===== config.mk =====
export PLATFORM = sky130hd
export DESIGN_NAME = bcd2bin_conv
export DESIGN_NICKNAME = d
export VERILOG_FILES = /design/src/rtl/bcd2bin_conv.sv
export SDC_FILE = /design/constraint.sdc
export NUM_CORES = 1
export LEC_CHECK = 0
export ABC_AREA = 1
export CAP_MARGIN = 20
export CORE_MARGIN = 1
export CORE_UTILIZATION = 55
export DETAILED_ROUTE_END_ITERATION = 8
export HOLD_SLACK_MARGIN = 0.12
export PLACE_DENSITY = 0.91
export SLEW_MARGIN = 20
export SYNTH_ARGS = -nofsm -noshare
export SYNTH_HDL_FRONTEND = slang
export SYNTH_SLANG_ARGS = --single-unit

===== constraint.sdc =====
create_clock -name clk -period 1.9 [get_ports clk]
set_input_delay 0.38 -clock clk [delete_from_list [all_inputs] [get_ports clk]]
set_output_delay 0.38 -clock clk [all_outputs]
set_load 0.02 [all_outputs]

===== src/rtl/bcd2bin_conv.sv =====
// Sequential BCD-to-binary converter using reverse double-dabble:
// one right shift per cycle, then subtract 3 from every BCD nibble >= 8.
module bcd2bin_conv #(
    parameter int NDIG = 4,
    parameter int BW   = 14
) (
    input  logic                clk,
    input  logic                rst_n,
    input  logic                en,
    input  logic [4*NDIG-1:0]   bcd_i,
    output logic                busy,
    output logic                rdy,
    output logic                err,
    output logic [BW-1:0]       bin_o
);
    localparam int W  = 4 * NDIG;
    localparam int CW = $clog2(W);

    typedef enum logic [1:0] {S_IDLE, S_CHECK, S_SHIFT, S_DONE} state_t;

    state_t          r_state, w_next;
    logic [W-1:0]    r_bcd, r_bin;
    logic [W-1:0]    w_bcd_sh, w_bcd_fix, w_bin_sh;
    logic [CW-1:0]   r_cnt;
    logic            r_busy, r_rdy, r_err;
    logic [BW-1:0]   r_bin_o;
    logic            w_bad, w_last;

    assign busy  = r_busy;
    assign rdy   = r_rdy;
    assign err   = r_err;
    assign bin_o = r_bin_o;

    always_comb begin
        w_bad = 1'b0;
        for (int i = 0; i < NDIG; i++)
            if (r_bcd[4*i +: 4] > 4'd9) w_bad = 1'b1;
    end

    // The bit leaving the BCD register enters the top of the binary register.
    assign w_bcd_sh = r_bcd >> 1;
    assign w_bin_sh = {r_bcd[0], r_bin[W-1:1]};

    always_comb begin
        w_bcd_fix = w_bcd_sh;
        for (int i = 0; i < NDIG; i++)
            if (w_bcd_sh[4*i +: 4] >= 4'd8)
                w_bcd_fix[4*i +: 4] = w_bcd_sh[4*i +: 4] - 4'd3;
    end

    assign w_last = (r_cnt == CW'(W - 1));

    always_ff @(posedge clk or negedge rst_n) begin
        if (!rst_n) r_state <= S_IDLE;
        else        r_state <= w_next;
    end

    always_comb begin
        w_next = r_state;
        case (r_state)
            S_IDLE:  if (en) w_next = S_CHECK;
            S_CHECK: w_next = w_bad ? S_DONE : S_SHIFT;
            S_SHIFT: if (w_last) w_next = S_DONE;
            S_DONE:  w_next = S_IDLE;
            default: w_next = S_IDLE;
        endcase
    end

    always_ff @(posedge clk or negedge rst_n) begin
        if (!rst_n) begin
            r_bcd   <= '0;
            r_bin   <= '0;
            r_cnt   <= '0;
            r_busy  <= 1'b0;
            r_rdy   <= 1'b0;
            r_err   <= 1'b0;
            r_bin_o <= '0;
        end else begin
            r_rdy <= 1'b0;
            case (r_state)
                S_IDLE: begin
                    if (en) begin
                        r_bcd  <= bcd_i;
                        r_bin  <= '0;
                        r_cnt  <= '0;
                        r_busy <= 1'b1;
                    end
                end
                S_CHECK: begin
                    if (w_bad) begin
                        r_bin_o <= '0;
                        r_err   <= 1'b1;
                        r_rdy   <= 1'b1;
                        r_busy  <= 1'b0;
                    end
                end
                S_SHIFT: begin
                    r_bcd <= w_bcd_fix;
                    r_bin <= w_bin_sh;
                    r_cnt <= r_cnt + CW'(1);
                    if (w_last) begin
                        r_bin_o <= w_bin_sh[BW-1:0];
                        r_err   <= 1'b0;
                        r_rdy   <= 1'b1;
                        r_busy  <= 1'b0;
                    end
                end
                default: ;
            endcase
        end
    end
endmodule


==> out/qor.tcl, run 1 <==
set qor(number_of_buffers_created_by_cts) 5
set qor(sequential_to_total_area_share_from_yosys_stat_pct) 50.00
set qor(die_area_mm2) 0.005198
set qor(worstSetupPathType) {register to output port}
set qor(finalSetupTns_ps) 0
set qor(grt_util_all_layers_pct) 23.93
set qor(tritoncts) {built}
set qor(dr.pass1.iters) 7
set qor(ctsRootBufferMaster) {sky130_fd_sc_hd__clkbuf_8}
set qor(syn_area_per_cell_um2) 8.265
set qor(final-instance-count-excl-fill) 431
set qor(power_frac_comb_pct) 48.3
set qor(top_level_ports) 36
set qor(cp.arrival_ps) 1310
set qor(finalWirelength_mm) 5.562
set qor(final-max-slew-violation-count) 0
set qor(slew_headroom_pct) 69.97
set qor(die_width_um) 72.10
set qor(leakage_nw) 1.661
set qor(layout-drive-gt1-share_pct) 6.868
set qor(intPower_mw) 2.516
set qor(clockPowerShare_pct) 15.1
set qor(cell_by_cell_listing_of_the_critical_path) {clkdlybuf4s50_1}
set qor(grt_pass1_vias) 2217
set qor(fin_nets) 393
set qor(routed-via-count) 2275
set qor(timing.critical_path.fanout_max) 2
set qor(postSynth.topFlopCell) {sky130_fd_sc_hd__dfrtp_1}
set qor(wire_length_of_the_first_global_routing_pass_mm) 9.701
set qor(worst_path_max_delay_cell) {sky130_fd_sc_hd__clkdlybuf4s50_1}
set qor(worst_path_dominant_cell_family) {buffers and inverters}
set qor(netSwitchingFraction_pct) 45.67
set qor(synthCells) 327
set qor(timing.final.crit_share_pct) 88.98
set qor(power-per-cell-area_mw_per_mm2) 1438
set qor(pwr-share-seq_pct) 36.6
set qor(tightest_slew_ps) 450.4
set qor(clk_path_buf_depth) 2
set qor(synth.ff_latch_count) 54
set qor(end_kind) {output port}
set qor(synth_async_sr_flop_share_pct) 100.0
set qor(chipHeight_um) 72.10
set qor(count_of_flip_flops_with_a_built_in_enable_after_synthesis) 0
set qor(grt_setup_unrepaired) {no}
set qor(placement.setup.worst_slack_ps) 169.1
set qor(ys_types) 27
set qor(p_total_mw) 4.632
set qor(outcome) {complete, but fails checks}
set qor(min_path_type) {register to register}
set qor(gr-total-overflow) 0
set qor(detailed_place_hpwl_mm) 3.779
set qor(grt_antenna_before_repair) 0
set qor(timing.fmax_ghz) 0.5915
set qor(clock_latency_ps) 320
set qor(numPlacedInstances) 422
set qor(critical_path.startpoint_type) {register}
set qor(cts_htree_levels) 2
set qor(critPathBufInv) 1
set qor(port_buffers) 35
set qor(path_clk_slew_ps) 100
set qor(cp.required_ps) 1520
set qor(max_cap_violations) 0
set qor(post_synth_instance_area_mm2) 0.002703
set qor(diodes) 0
set qor(power_switching_mw) 2.115
set qor(routed_wire_length_per_instance_um) 12.90
set qor(maximum_number_of_pins_on_one_net_before_global_route_repair) 38
set qor(area.growth.synth_to_final_pct) 19.17
set qor(gp_routability_congestion) 0.8386
set qor(critPathMaxStageDelay_ps) 610
set qor(final.setup_skew_ps) 4.047
set qor(core_mm2) 0.004723
set qor(drc) 1
set qor(irDropWorstVdd_mv) 1.142
set qor(timing.final.crit_period_ps) 1691
set qor(rows) 25
set qor(failed_checks) {DRC}
set qor(finalSetupViolations) 0
set qor(yosysWarnings) 0
set qor(first_iter_violations) 228
set qor(cts_setup_buffers) 0
set qor(synth_nets) 357
set qor(setup_ws_ps) 209.4
set qor(detail_route.vias_per_cell) 5.278
set qor(hold_violations) 0
set qor(route.antenna.remaining_nets) 0
set qor(clock_sinks) 54
set qor(post-route-util_pct) 68.19
set qor(initial_utilization_pct) 57.22
## cells in the mapped netlist (5+ instances only)
master                     count  area [um^2]
sky130_fd_sc_hd__a21oi_1      12        60.06
sky130_fd_sc_hd__a31oi_1       6        37.54
sky130_fd_sc_hd__buf_2         6        30.03
sky130_fd_sc_hd__dfrtp_1      54         1351
sky130_fd_sc_hd__ha_1         11        137.6
sky130_fd_sc_hd__inv_1        37        138.9
sky130_fd_sc_hd__nand2_1      95        356.6
sky130_fd_sc_hd__nand3_1      19        95.09
sky130_fd_sc_hd__nor2_1       27        101.4
sky130_fd_sc_hd__o211ai_1      5        37.54
sky130_fd_sc_hd__o21ai_0      26        130.1
sky130_fd_sc_hd__xor2_1        6        52.55
## state kept, by name (all words and copies together) (netlist names)
register	cells
bin_o	14
busy	1
err	1
r_bcd	16
r_bin	15
r_cnt	4
r_state	2
rdy	1
## power groups by stage
stage / combinational [mW] / sequential (mW) / clock [mW]
floorplan: 1.68 / 1.70 / 0
global placement: 2.09 / 1.69 / 0
detailed placement: 2.19 / 1.71 / 0
CTS: 2.21 / 1.69 / 0.703
global route: 2.53 / 1.73 / 0.740
finish: 2.24 / 1.70 / 0.698
## cells by family (layout without fill, tap and decap cells)
group | after synthesis | count (layout) | share of synthesized area [%]
xor+xnor | 6 | 6 | 1.944
compound gates | 55 | 55 | 11.53
fa+ha+maj | 11 | 11 | 5.093
simple gates | 148 | 148 | 22.64
flops | 54 | 54 | 50.00
buf+inv | 53 | 90 | 8.796
## routing by layer
layer / share of wire, % / vias up / GRT usage, %
met5: 0 / - / 0
met2: 50 / 65 / 39.88
li1: - / 1105 / -
met4: 1.7 / 0 / 10.02
met1: 44 / 1096 / 31.29
met3: 4.4 / 9 / 3.750
## cells in the final DEF (no fill, tap or decap), drive strengths merged
master and n:
nand3 20, xor2 6, o211ai 5, nor2 29, a211oi 1, dfrtp 54
inv 39, buf 8, nand2 97, ha 11, o22ai 4, dlygate4sd3 1
nor3 1, clkdlybuf4s50 34, o21a 1, and3 1, clkbuf 6, a21oi 12
o21ai 26, clkinvlp 2, a31oi 6
## metrics by stage
stage          cell area [um^2]  hold WS [ps]
2_1_floorplan              2703         84.41
3_3_place_gp               3105         349.9
3_5_place_dp               3105         352.0
4_1_cts                    3214         481.9
5_1_grt                    3221         490.8
6_report                   3221         477.7
## final timing paths
path,from,to,depth (start not counted),slack [ps]
worst max-delay path,err,err,1,210
worst min-delay path,bin_o[1],bin_o[1],2,480
worst max register to register,r_state[0],r_bcd[9],8,240
worst min register to register,bin_o[1],bin_o[1],2,480
max in group asynchronous,rst_n,r_bcd[14],3,820
min in group asynchronous,rst_n,r_bin[11],2,530
## cell type report
class | count | area, um^2
well taps | 67 | 83.83
fillers | 345 | 1503
clock buffers | 6 | 82.58
inverters | 39 | 152.6
flip-flops and latches | 54 | 1351
repair buffers | 43 | 420.4
multi-input cells | 220 | 1114
clock inverters | 2 | 16.27
## tightest hold or removal path, delay by kind of cell (launching register included)
kind	cells	cell delay, ps
flip-flops	1	350
AND/OR/NAND/NOR	2	100
## timing repair
item / 4_1_cts / 5_1_grt
resized for setup: 0 / 3
setup endpoints to repair: 0 / 7
endpoints found under the hold margin: 18 / 0
hold buffers: 1 / 0
Power figures use the tool's default switching activity.
==> run 2, diff against run 1 <==
MAX_ROUTING_LAYER = met4   (was default)
==> run 2 against run 1 <==
  * The run still ends with DRC left
  * Sequential share of layout area unchanged
  * Sequential power about the same
  * Via count decreased by 1.8%
  * Wire length increased by 0.45%
  * Critical path type unchanged
  * Highest routed layer unchanged
==> out/qor.tcl, run 2 (same netlist as run 1, synthesis figures left out) <==
set qor(detail_route.vias_per_cell) 5.183
set qor(finalSetupTns_ps) 0
set qor(route.antenna.remaining_nets) 0
set qor(worst_path_dominant_cell_family) {buffers and inverters}
set qor(hold_violations) 0
set qor(setup_ws_ps) 208.1
set qor(wire_length_of_the_first_global_routing_pass_mm) 9.701
set qor(clock_latency_ps) 320
set qor(irDropWorstVdd_mv) 1.143
set qor(finalSetupViolations) 0
set qor(worstReg2RegEnd) {r_bcd[9]}
set qor(cts_setup_buffers) 0
set qor(critPathBufInv) 1
set qor(slew_headroom_pct) 69.75
set qor(tightest_slew_ps) 453.8
set qor(worst_path_max_delay_cell) {sky130_fd_sc_hd__clkdlybuf4s50_1}
set qor(dr.pass1.iters) 6
set qor(final-instance-count-excl-fill) 431
set qor(timing.critical_path.fanout_max) 2
set qor(ff2ff_setup_slack_ps) 240
set qor(hold_path_depth) 2
set qor(launch_point_of_the_worst_reg_to_reg_path) {r_state[0]}
set qor(fin_nets) 393
set qor(critical_path.startpoint_type) {register}
set qor(mostFrequentLayoutCells) {95 x sky130_fd_sc_hd__nand2_1, 54 x sky130_fd_sc_hd__dfrtp_1, 37 x sky130_fd_sc_hd__inv_1}
set qor(drc) 1
set qor(power-per-cell-area_mw_per_mm2) 1438
set qor(layout-drive-gt1-share_pct) 6.868
set qor(timing.final.crit_share_pct) 89.05
set qor(chipHeight_um) 72.10
set qor(grt_antenna_before_repair) 0
set qor(outcome) {complete, but fails checks}
set qor(grt_util_all_layers_pct) 24.67
set qor(initial_utilization_pct) 57.22
set qor(first_iter_violations) 204
set qor(largest-register) {r_bcd}
set qor(min_path_type) {register to register}
set qor(tritoncts) {built}
set qor(hold_path.startpoint) {bin_o[1]}
set qor(die_area_mm2) 0.005198
set qor(rows) 25
set qor(die_width_um) 72.10
set qor(finalWirelength_mm) 5.587
set qor(timing.fmax_ghz) 0.5911
set qor(path_clk_slew_ps) 100
set qor(clk_path_buf_depth) 2
set qor(cell_by_cell_listing_of_the_critical_path) {clkdlybuf4s50_1}
set qor(final.fill_count) 345
set qor(core_mm2) 0.004723
set qor(final-max-slew-violation-count) 0
set qor(grt_setup_unrepaired) {no}
set qor(gp_routability_congestion) 0.8515
set qor(number_of_buffers_created_by_cts) 5
set qor(end_kind) {output port}
set qor(failed_checks) {DRC}
set qor(top_level_ports) 36
set qor(maximum_number_of_pins_on_one_net_before_global_route_repair) 38
set qor(max_cap_violations) 0
set qor(placement.setup.worst_slack_ps) 169.1
set qor(worst_r2r_path_depth) 8
set qor(ctsRootBufferMaster) {sky130_fd_sc_hd__clkbuf_8}
set qor(diodes) 0
set qor(cp.required_ps) 1520
set qor(critPathMaxStageDelay_ps) 620
set qor(gr-total-overflow) 0
set qor(timing.final.crit_period_ps) 1692
set qor(area.growth.synth_to_final_pct) 19.17
set qor(grt_pass1_vias) 2217
set qor(final_common_cell) {sky130_fd_sc_hd__nand2_1}
set qor(detailed_place_hpwl_mm) 3.779
set qor(largest_register_ffs) 16
set qor(leakage_nw) 1.661
set qor(port_buffers) 35
set qor(final.setup_skew_ps) 4.557
set qor(routed-via-count) 2234
set qor(worstSetupPathType) {register to output port}
set qor(min_delay_endpoint) {bin_o[1]}
set qor(cts_htree_levels) 2
set qor(clock_sinks) 54
set qor(routed_wire_length_per_instance_um) 12.96
set qor(cp.arrival_ps) 1310
set qor(numPlacedInstances) 422
-- run 2: cell counts in the layout (fill, tap and decap cells not counted) --
Identical to the previous run, type by type.
-- run 2: worst max path at each step --
| stage | from | cells past startpoint | endpoint | slack (ps) |
|---|---|---|---|---|
| 2_1_floorplan | r_state[0] | 9 | bin_o[10] | 440 |
| 3_3_place_gp | en | 7 | r_bcd[6] | 200 |
| 3_5_place_dp | en | 7 | r_bcd[6] | 170 |
| 4_1_cts | r_state[0] | 7 | r_bin[12] | 160 |
| 5_1_grt | r_state[0] | 7 | r_cnt[3] | 50 |
| 6_report | bin_o[5] | 1 | bin_o[5] | 210 |
-- run 2: final cells by class --
cell class	count	area, um^2	area share, %
Inverter	39	152.6	4.740
Timing Repair Buffer	43	420.4	13.05
Tap cell	67	83.83	2.603
Sequential cell	54	1351	41.96
Multi-Input combinational cell	220	1114	34.58
Clock buffer	6	82.58	2.564
Clock inverter	2	16.27	0.5051
-- run 2: layer usage --
layer	track usage, %	vias up	part of all wire, %
li1	-	1106	-
met1	31.10	1072	44
met2	40.08	48	51
met3	3.750	8	3.6
met4	10.02	0	1.2
met5	-	-	0
-- run 2: timing repair --
action                                  in CTS  in global routing
gates resized for setup                      0                  3
hold buffers                                 1                  0
endpoints found under the setup margin       0                  7
hold endpoints to repair                    18                  0
-- run 2: through the flow --
step | instance area, um^2 | utilization (%) | power (mW) | hold WS (ps)
5_1_grt | 3221 | 68.19 | 4.997 | 490.8
4_1_cts | 3214 | 68.05 | 4.606 | 481.9
3_3_place_gp | 3105 | 65.75 | 3.780 | 349.9
2_1_floorplan | 2703 | - | 3.377 | 84.41
6_report | 3221 | 68.19 | 4.631 | 478.0
3_5_place_dp | 3105 | 65.75 | 3.897 | 352.0
-- run 2: where the power goes --
part           total, mW  internal (mW)  switching [mW]
combinational       2.23          0.769            1.47
clock              0.697          0.301           0.396
sequential          1.70           1.45           0.253
